==> config.mk <==
export PLATFORM = sky130hd
export DESIGN_NAME = mul_seq_unit
export DESIGN_NICKNAME = d
export VERILOG_FILES = /design/src/rtl/mul_seq_unit_pkg.sv /design/src/rtl/mul_seq_unit.sv
export SDC_FILE = /design/constraint.sdc
export NUM_CORES = 1
export LEC_CHECK = 0
export BUFFER_PORTS_ARGS = -buffer_cell sky130_fd_sc_hd__buf_2
export CAP_MARGIN = 20
export CORE_MARGIN = 1
export CORE_UTILIZATION = 61
export CTS_BUF_LIST = sky130_fd_sc_hd__clkbuf_4 sky130_fd_sc_hd__clkbuf_8
export DETAILED_ROUTE_END_ITERATION = 12
export GPL_TIMING_DRIVEN = 0
export HOLD_SLACK_MARGIN = 0.06
export PLACE_DENSITY = 0.81
export SLEW_MARGIN = 20
export SYNTH_ARGS = -nofsm -noshare
export SYNTH_HDL_FRONTEND = slang
export SYNTH_SLANG_ARGS = --single-unit
==> constraint.sdc <==
create_clock -name clk -period 6.2 [get_ports clk]
set_clock_uncertainty 0.15 [all_clocks]
set_input_delay 0.31 -clock clk [delete_from_list [all_inputs] [get_ports clk]]
set_output_delay 0.31 -clock clk [all_outputs]
set_load 0.02 [all_outputs]
==> src/rtl/mul_seq_unit_pkg.sv <==
// Shared types for the iterative shift-add multiply unit.
package mul_pkg;

    localparam int unsigned MUL_WIDTH = 32;
    localparam int unsigned MUL_CNT_W = $clog2(MUL_WIDTH);

    typedef enum logic [1:0] {
        MUL   = 2'd0,
        MLA   = 2'd1,
        UMULL = 2'd2,
        SMULL = 2'd3
    } mul_op_t;

    typedef enum logic [2:0] {
        IDLE,
        LOAD,
        RUN,
        FIX,
        DONE
    } mul_state_t;

endpackage

==> src/rtl/mul_seq_unit.sv <==
// Sequential shift-add multiplier for MUL/MLA/UMULL/SMULL, one partial product per cycle.
// Fixed latency: done pulses WIDTH+3 cycles after the accepted start.
module mul_seq_unit
    import mul_pkg::*;
#(
    parameter int unsigned WIDTH = MUL_WIDTH
) (
    input  logic             clk,
    input  logic             reset,
    input  logic             start,
    input  logic [1:0]       op,
    input  logic [WIDTH-1:0] a,
    input  logic [WIDTH-1:0] b,
    input  logic [WIDTH-1:0] acc,
    output logic             busy,
    output logic             done,
    output logic [WIDTH-1:0] result_lo,
    output logic [WIDTH-1:0] result_hi,
    output logic             flag_n,
    output logic             flag_z
);

    localparam int unsigned CNT_W = (WIDTH > 1) ? $clog2(WIDTH) : 1;
    localparam logic [2*WIDTH-1:0] PROD_ONE = {{(2*WIDTH-1){1'b0}}, 1'b1};

    mul_state_t         state_q;
    mul_op_t            op_q;
    logic               neg_q;
    logic [WIDTH-1:0]   mcand_q;
    logic [WIDTH-1:0]   mplier_q;
    logic [WIDTH-1:0]   acc_q;
    logic [2*WIDTH-1:0] prod_q;
    logic [CNT_W-1:0]   cnt_q;
    logic               busy_q;
    logic               done_q;
    logic [WIDTH-1:0]   result_lo_q;
    logic [WIDTH-1:0]   result_hi_q;
    logic               flag_n_q;
    logic               flag_z_q;

    logic [WIDTH-1:0]   abs_a_d;
    logic [WIDTH-1:0]   abs_b_d;
    logic [2*WIDTH-1:0] prod_step_d;
    logic [2*WIDTH-1:0] prod_signed_d;
    logic [WIDTH-1:0]   fix_lo_d;
    logic [WIDTH-1:0]   fix_hi_d;
    logic               fix_n_d;
    logic               fix_z_d;

    // Magnitudes for SMULL; the most negative value maps to itself, read as unsigned.
    always_comb begin
        abs_a_d = a[WIDTH-1] ? (~a + 1'b1) : a;
        abs_b_d = b[WIDTH-1] ? (~b + 1'b1) : b;
    end

    always_comb begin
        prod_step_d = prod_q;
        if (mplier_q[0]) begin
            prod_step_d = prod_q + ({{WIDTH{1'b0}}, mcand_q} << cnt_q);
        end
    end

    always_comb begin
        prod_signed_d = neg_q ? (~prod_q + PROD_ONE) : prod_q;
        fix_lo_d      = prod_signed_d[WIDTH-1:0];
        fix_hi_d      = prod_signed_d[2*WIDTH-1:WIDTH];
        fix_n_d       = 1'b0;
        fix_z_d       = 1'b0;
        if (op_q == MLA) begin
            fix_lo_d = prod_signed_d[WIDTH-1:0] + acc_q;
            fix_hi_d = '0;
        end else if (op_q == MUL) begin
            fix_hi_d = '0;
        end
        if ((op_q == MUL) || (op_q == MLA)) begin
            fix_n_d = fix_lo_d[WIDTH-1];
            fix_z_d = (fix_lo_d == '0);
        end else begin
            fix_n_d = fix_hi_d[WIDTH-1];
            fix_z_d = (fix_lo_d == '0) && (fix_hi_d == '0);
        end
    end

    always_ff @(posedge clk) begin
        if (reset) begin
            state_q     <= IDLE;
            op_q        <= MUL;
            neg_q       <= 1'b0;
            mcand_q     <= '0;
            mplier_q    <= '0;
            acc_q       <= '0;
            prod_q      <= '0;
            cnt_q       <= '0;
            busy_q      <= 1'b0;
            done_q      <= 1'b0;
            result_lo_q <= '0;
            result_hi_q <= '0;
            flag_n_q    <= 1'b0;
            flag_z_q    <= 1'b0;
        end else begin
            done_q <= 1'b0;
            unique case (state_q)
                IDLE: begin
                    if (start) begin
                        busy_q  <= 1'b1;
                        state_q <= LOAD;
                    end
                end
                LOAD: begin
                    op_q   <= mul_op_t'(op);
                    acc_q  <= acc;
                    prod_q <= '0;
                    cnt_q  <= '0;
                    if (mul_op_t'(op) == SMULL) begin
                        mcand_q  <= abs_a_d;
                        mplier_q <= abs_b_d;
                        neg_q    <= a[WIDTH-1] ^ b[WIDTH-1];
                    end else begin
                        mcand_q  <= a;
                        mplier_q <= b;
                        neg_q    <= 1'b0;
                    end
                    state_q <= RUN;
                end
                RUN: begin
                    prod_q   <= prod_step_d;
                    mplier_q <= mplier_q >> 1;
                    cnt_q    <= cnt_q + 1'b1;
                    if (cnt_q == CNT_W'(WIDTH - 1)) begin
                        state_q <= FIX;
                    end
                end
                // Results are registered on leaving FIX so they are valid during DONE.
                FIX: begin
                    result_lo_q <= fix_lo_d;
                    result_hi_q <= fix_hi_d;
                    flag_n_q    <= fix_n_d;
                    flag_z_q    <= fix_z_d;
                    done_q      <= 1'b1;
                    state_q     <= DONE;
                end
                DONE: begin
                    busy_q  <= 1'b0;
                    state_q <= IDLE;
                end
                default: begin
                    state_q <= IDLE;
                end
            endcase
        end
    end

    assign busy      = busy_q;
    assign done      = done_q;
    assign result_lo = result_lo_q;
    assign result_hi = result_hi_q;
    assign flag_n    = flag_n_q;
    assign flag_z    = flag_z_q;

endmodule

; ---- Yosys cells after proc, flatten, opt, wreduce, memory -nomap -nowiden
; Cells that the tools add are included.
[op_classes]
addsub = 6
mul = 0
div_mod_pow = 0
magnitude_cmp = 0
eq_ne = 10
n_shift = 1
n_mux = 21
bitwise = 4
reduce_logical = 11
[ops]
columns = cell, count
row1 = $mux 32, 7
row2 = $mux 64, 2
row3 = $pmux 64 s2, 1
row4 = $add 32x1->32 const B, 2
row5 = $add 64x1->64 const B, 1
row6 = $add 64x64->64, 1
row7 = $logic_not 32->1, 2
row8 = $not 32->32, 2
row9 = $not 64->64, 1
row10 = $pmux 32 s2, 1
row11 = $shl 32x5->64, 1
row12 = $add 32x32->32, 1
row13 = $pmux 3 s4, 1
row14 = $pmux 5 s2, 1
row15 = $eq 3x2->1 const B, 2
row16 = $mux 3, 2
row17 = $ne 2x2->1 const B, 3
row18 = $reduce_and 2->1, 3
row19 = $add 5x1->5 const B, 1
row20 = $eq 5x5->1 const B, 1
row21 = $mux 1, 5
row22 = $reduce_bool 2->1, 2
row23 = $eq 3x1->1 const B, 1
row24 = $eq 3x3->1 const B, 1
row25 = other kinds (8), 8
[word_totals]
register_bits = 239
latchBits = 0
mem_bits_rw = 0
romBits = 0
input_bits = 101
out_inout_bits = 68
wordCells = 67
n_memories = 0

; ---- Logic depth before layout (Yosys ltp)
[depth]
depth_word = 8
ltp_mapped = 22
ltp_nobuf = 20

; ---- Worst setup path before layout
; No wires, ideal clock.
[synth_path]
path_kind = flip-flop to flip-flop
from = reg cnt_q[0]
to = reg prod_q[51]
setup_ns = 0.120
arrival_time_ns = 4.973
required_time_ns = 5.930
path_slack_ns = 0.958
stages_incl_launch_ff = 20
path_buffers = 2
period_less_slack_ns = 5.242
path_cell_list = dfxtp_1 -> clkbuf_1 -> buf_1 -> mux4_2 -> mux2i_1 -> nor2_1 -> a31oi_1 -> nor2_1 -> ha_1 -> and3_1 -> nand3_1 -> nand3b_1 -> a211oi_1 -> o31ai_1 -> a311oi_1 -> o21ai_0 -> a2111oi_0 -> o21ai_0 -> and4_1 -> a211o_1
[synth_via]
elab_chain_cells = 4
[synth_lines]
columns = item, line_no
row1 = "start, declared", mul_seq_unit.sv:33  ; logic [CNT_W-1:0] cnt_q;
row2 = "start signal, assigned", mul_seq_unit.sv:128  ; cnt_q <= cnt_q + 1'b1;
row3 = $shl 32x5->64, mul_seq_unit.sv:59  ; prod_step_d = prod_q + ({{WIDTH{1'b0}}, mcand_q} << cnt_q);
row4 = $add 64x64->64, mul_seq_unit.sv:59
row5 = $mux 64, mul_seq_unit.sv:58  ; if (mplier_q[0]) begin
row6 = $pmux 64 s2, mul_seq_unit.sv:102  ; unique case (state_q)
row7 = "end signal, assigned", mul_seq_unit.sv:126  ; prod_q <= prod_step_d;
row8 = "end, declared", mul_seq_unit.sv:32  ; logic [2*WIDTH-1:0] prod_q;
; Every way passes these cells. The select of a mux whose other input is x is not followed.
; A chain may end at the register's enable or synchronous reset.

; ---- Final worst setup path
[layout_path]
from = reg prod_q[0]
to = reg flag_z_q, in the netlist flag_z
[layout_via]
elab_chain_cells = 8
elab_cells_between_ends = 11
classes_between = add/sub: 2 / mux: 5 / bitwise: 1 / reduce/logical: 3
[layout_lines]
columns = item, line_no
row1 = $not 64->64, mul_seq_unit.sv:64  ; prod_signed_d = neg_q ? (~prod_q + PROD_ONE) : prod_q;
row2 = $add 64x1->64, mul_seq_unit.sv:64
row3 = $mux 64 (*), mul_seq_unit.sv:64
row4 = $add 32x32->32 / $mux 32 (equally long branches), "mul_seq_unit.sv:70, mul_seq_unit.sv:72"
row5 = $mux 32, mul_seq_unit.sv:69  ; if (op_q == MLA) begin
row6 = "$logic_not 32->1, on equally long branches", "mul_seq_unit.sv:77, mul_seq_unit.sv:80"
row7 = $logic_and 1x1->1, mul_seq_unit.sv:80  ; fix_z_d = (fix_lo_d == '0) && (fix_hi_d == '0);
row8 = $mux 1 (*), mul_seq_unit.sv:75  ; if ((op_q == MUL) || (op_q == MLA)) begin
row9 = "end signal, assigned", mul_seq_unit.sv:138  ; flag_z_q <= fix_z_d;
row10 = "end, declared", mul_seq_unit.sv:39  ; logic flag_z_q;
; Every way passes the cells marked *; elsewhere a longest branch is shown, timed or not.

==> metrics.yaml <==
status: "completed"
fin_setup_tns_ps: 0
cts_buffer_depth: 3
critPathRequiredTime_ps: 6560
clkPwrFrac: 0.414
nNetsFinal: 3031
port_buffers: 165
p_leak_nw: 9.12
worstReg2RegStart: "prod_q[0]$_SDFFE_PP0P_"
cts_tree: "done"
insertion_delay_ps: 590
gp_congestion: 1.05
place_area_sq_um: 20300
crit_arrival_ps: 6410
crit_path_max_incr_delay_ps: 560
syn-num-nets: 2717
hold_path.class: "in2reg"
setup_viol_count_final: 0
yosys.area.top_type_share: 0.252
drtPass1Iterations: 6
drtAntennaViolNets: 0
hold_start: "b[1]"
stdcell_count: 3246
area_growth_pct: 17.8
grt_pass1_vias: 19600
max_slew_margin: 0.277
fin_ws_ps: 153
startpoint_type: "flop"
die-area_sq_um: 31900
die_h_um: 179
dr_total_vias: 21278
path_clk_slew_ps: 60
dp_hpwl_um: 52400
die_width_um: 179
timing.fmax_mhz: 165
final_layout_size_suffix_gt1_frac: 0.117
antenna_found_initial: 2
period_minus_slack_ps: 6050
seqPwrFrac: 0.401
ys_warn_count: 0
yosysTopAreaCell: "dfxtp_1"
grt_max_degree: 12
clock_tree.root_cell: "clkbuf_8"
avgSynthCellArea_sq_um: 7.58
cts.sinks: 239
whs_ps: 102
start_util: 0.620
hold_viol: 0
yosys-top-cells-count: "305 x nand2_1, 258 x a21oi_1, 242 x nor2_1"
final_area_sq_um: 22400
synth_ff_type: "dfxtp_1"
cp-startpoint: "prod_q[0]$_SDFFE_PP0P_"
drt_iter0_drc: 2157
htree_levels: 2
diodes: 0
coreArea_sq_um: 30700
timing_worst_setup_path_type: "reg2reg"
dp_slack_ps: -425
ir_worst_vdd_v: 0.000167
swShare: 0.300
num_io_pins: 169
cts_buffers: 41
p_comb_frac: 0.185
rsz0062_at_grt: "false"
p_per_area_nw_per_um2: 182
netlist_area_sq_um: 19000
yosysUniqueCellTypes: 76
drc: 0
vias_per_cell: 6.56
slowest_stage: "or4b_1"
ys_seq_area_frac: 0.252
period_share: 0.975
synthTopCellsByArea: "dfxtp_1 25%, ha_1 7.0%, a21oi_1 6.8%"
grt_pass1_wl_um: 107000
num_rows: 64
synth-seq-cells: 239
tightest_slew_ps: 1080
wl_um: 70800
cp_max_fo: 7
yosysMostFrequentCell: "nand2_1"
synth_cells: 2508
placedCellCount: 3069
synth_edf_count: 0
wl_per_cell_um: 21.8
synthArstFlopShare: 0
finalMaxSlewViolations: 0
p_switching_mw: 1.22
crit_chain: "inv_1 -> ha_1 -> or4b_1 -> or4_1 -> clkbuf_1 -> o21ai_0 -> xnor2_1 -> ha_1 -> a21oi_2 -> o21ai_0 -> a221oi_2 -> o211ai_1 -> xor2_1 -> mux2i_2 -> a21boi_1 -> or4b_1 -> nor4b_2 -> o2111ai_1 -> nand2_1"
maxCapViolCount: 0
grt_overflow_total: 0
grt_use_total: 0.432
p_int_mw: 2.85
end_kind: "flop"
[what timing repair did]
item                                    in CTS  in global routing
endpoints found under the setup margin      10                 14
setup buffers                                0                  0
hold endpoints to repair                   100                  0
resized for setup                           13                 13
hold buffers                               106                  0
pin swaps                                    0                  1
[worst max-delay path, delay by kind of cell, from the launching register on]
kind | cells | cell delay (ps)
AOI/OAI and AO/OA | 7 | 1730
xor gates and xnor gates | 2 | 490
adders and majority gates | 2 | 620
buffers and inverters | 2 | 330
DFF | 1 | 370
muxes | 1 | 350
and+or+nand+nor | 5 | 1930
[layer usage]
layer,vias to the layer above,global-route usage,wire (um)
met2,1297,0.679,31000
met1,9901,0.557,29000
met4,4,0.231,3930
li1,9818,-,-
met3,258,0.0814,6890
met5,-,0,42
[kinds of logic (layout without fill, tap and decap cells)]
logic type | Yosys count | in the layout | share of synthesized area
AO/OA/AOI/OAI | 774 | 774 | 0.261
XOR/XNOR | 187 | 187 | 0.0861
adder cells (fa/ha/maj) | 108 | 108 | 0.0718
buffers and inverters | 226 | 568 | 0.0452
flip-flops | 239 | 239 | 0.252
multiplexers | 108 | 108 | 0.0724
AND/OR/NAND/NOR | 866 | 866 | 0.211
[per-stage QoR]
stage | total power, mW | utilization
after global placement | 2.31 | 0.663
after detailed placement | 2.32 | 0.663
after floorplan | 2.09 | -
final | 4.08 | 0.731
after global routing | 4.20 | 0.731
after CTS | 4.03 | 0.730
[registers in the layout, indices dropped and copies added (netlist names), 2 cells and up]
register   flops
prod_q        64
acc_q         32
mcand_q       32
mplier_q      32
result_hi     32
result_lo     32
cnt_q          5
state_q        3
op_q           2
[path summary, 6_finish.rpt]
| kind | slack, ps | cells after the start | end |
|---|---|---|---|
| worst min register to register | 290 | 2 | flag_z$_SDFFE_PP0P_ |
| worst max-delay path | 150 | 19 | flag_z$_SDFFE_PP0P_ |
| worst max register to register | 150 | 19 | flag_z$_SDFFE_PP0P_ |
| worst min-delay path | 100 | 5 | mplier_q[1]$_SDFFE_PP0P_ |
[final cells by class]
class	instances	area (sq um)
plain buffers	176	688
clock buffers	54	687
clock inverters	17	251
fillers	2425	8260
inverters	50	188
multi-input cells	2043	13400
flip-flops and latches	239	4780
well taps	396	495
repair buffers	271	1890
[cells in the final DEF, fill, tap and decap left out, types with 17 or more instances in the layout]
cell type      count
nand2_1          305
a21oi_1          257
nor2_1           242
dfxtp_1          239
buf_2            172
clkbuf_1         141
o21ai_0          126
xnor2_1          116
ha_1             106
dlygate4sd3_1    106
xor2_1            71
nand3_1           69
a21o_1            65
mux2i_1           60
a211oi_1          57
a22oi_1           49
inv_1             48
clkbuf_8          45
nor3_1            43
or3_1             29
o31ai_1           28
mux2_2            26
nand4_1           24
o41ai_1           22
mux4_2            21
and3_1            21
nor4_1            19
o211ai_1          19
buf_1             18
and2_1            18
o22ai_1           17
o21bai_1          17
[power groups by stage]
stage | combinational [mW] | sequential (mW) | clock (mW)
after global routing | 0.802 | 1.64 | 1.76
after detailed placement | 0.657 | 1.67 | 0
after global placement | 0.641 | 1.66 | 0
after floorplan | 0.433 | 1.66 | 0
after CTS | 0.714 | 1.63 | 1.69
final | 0.753 | 1.64 | 1.69
Power figures use the tool's default switching activity.
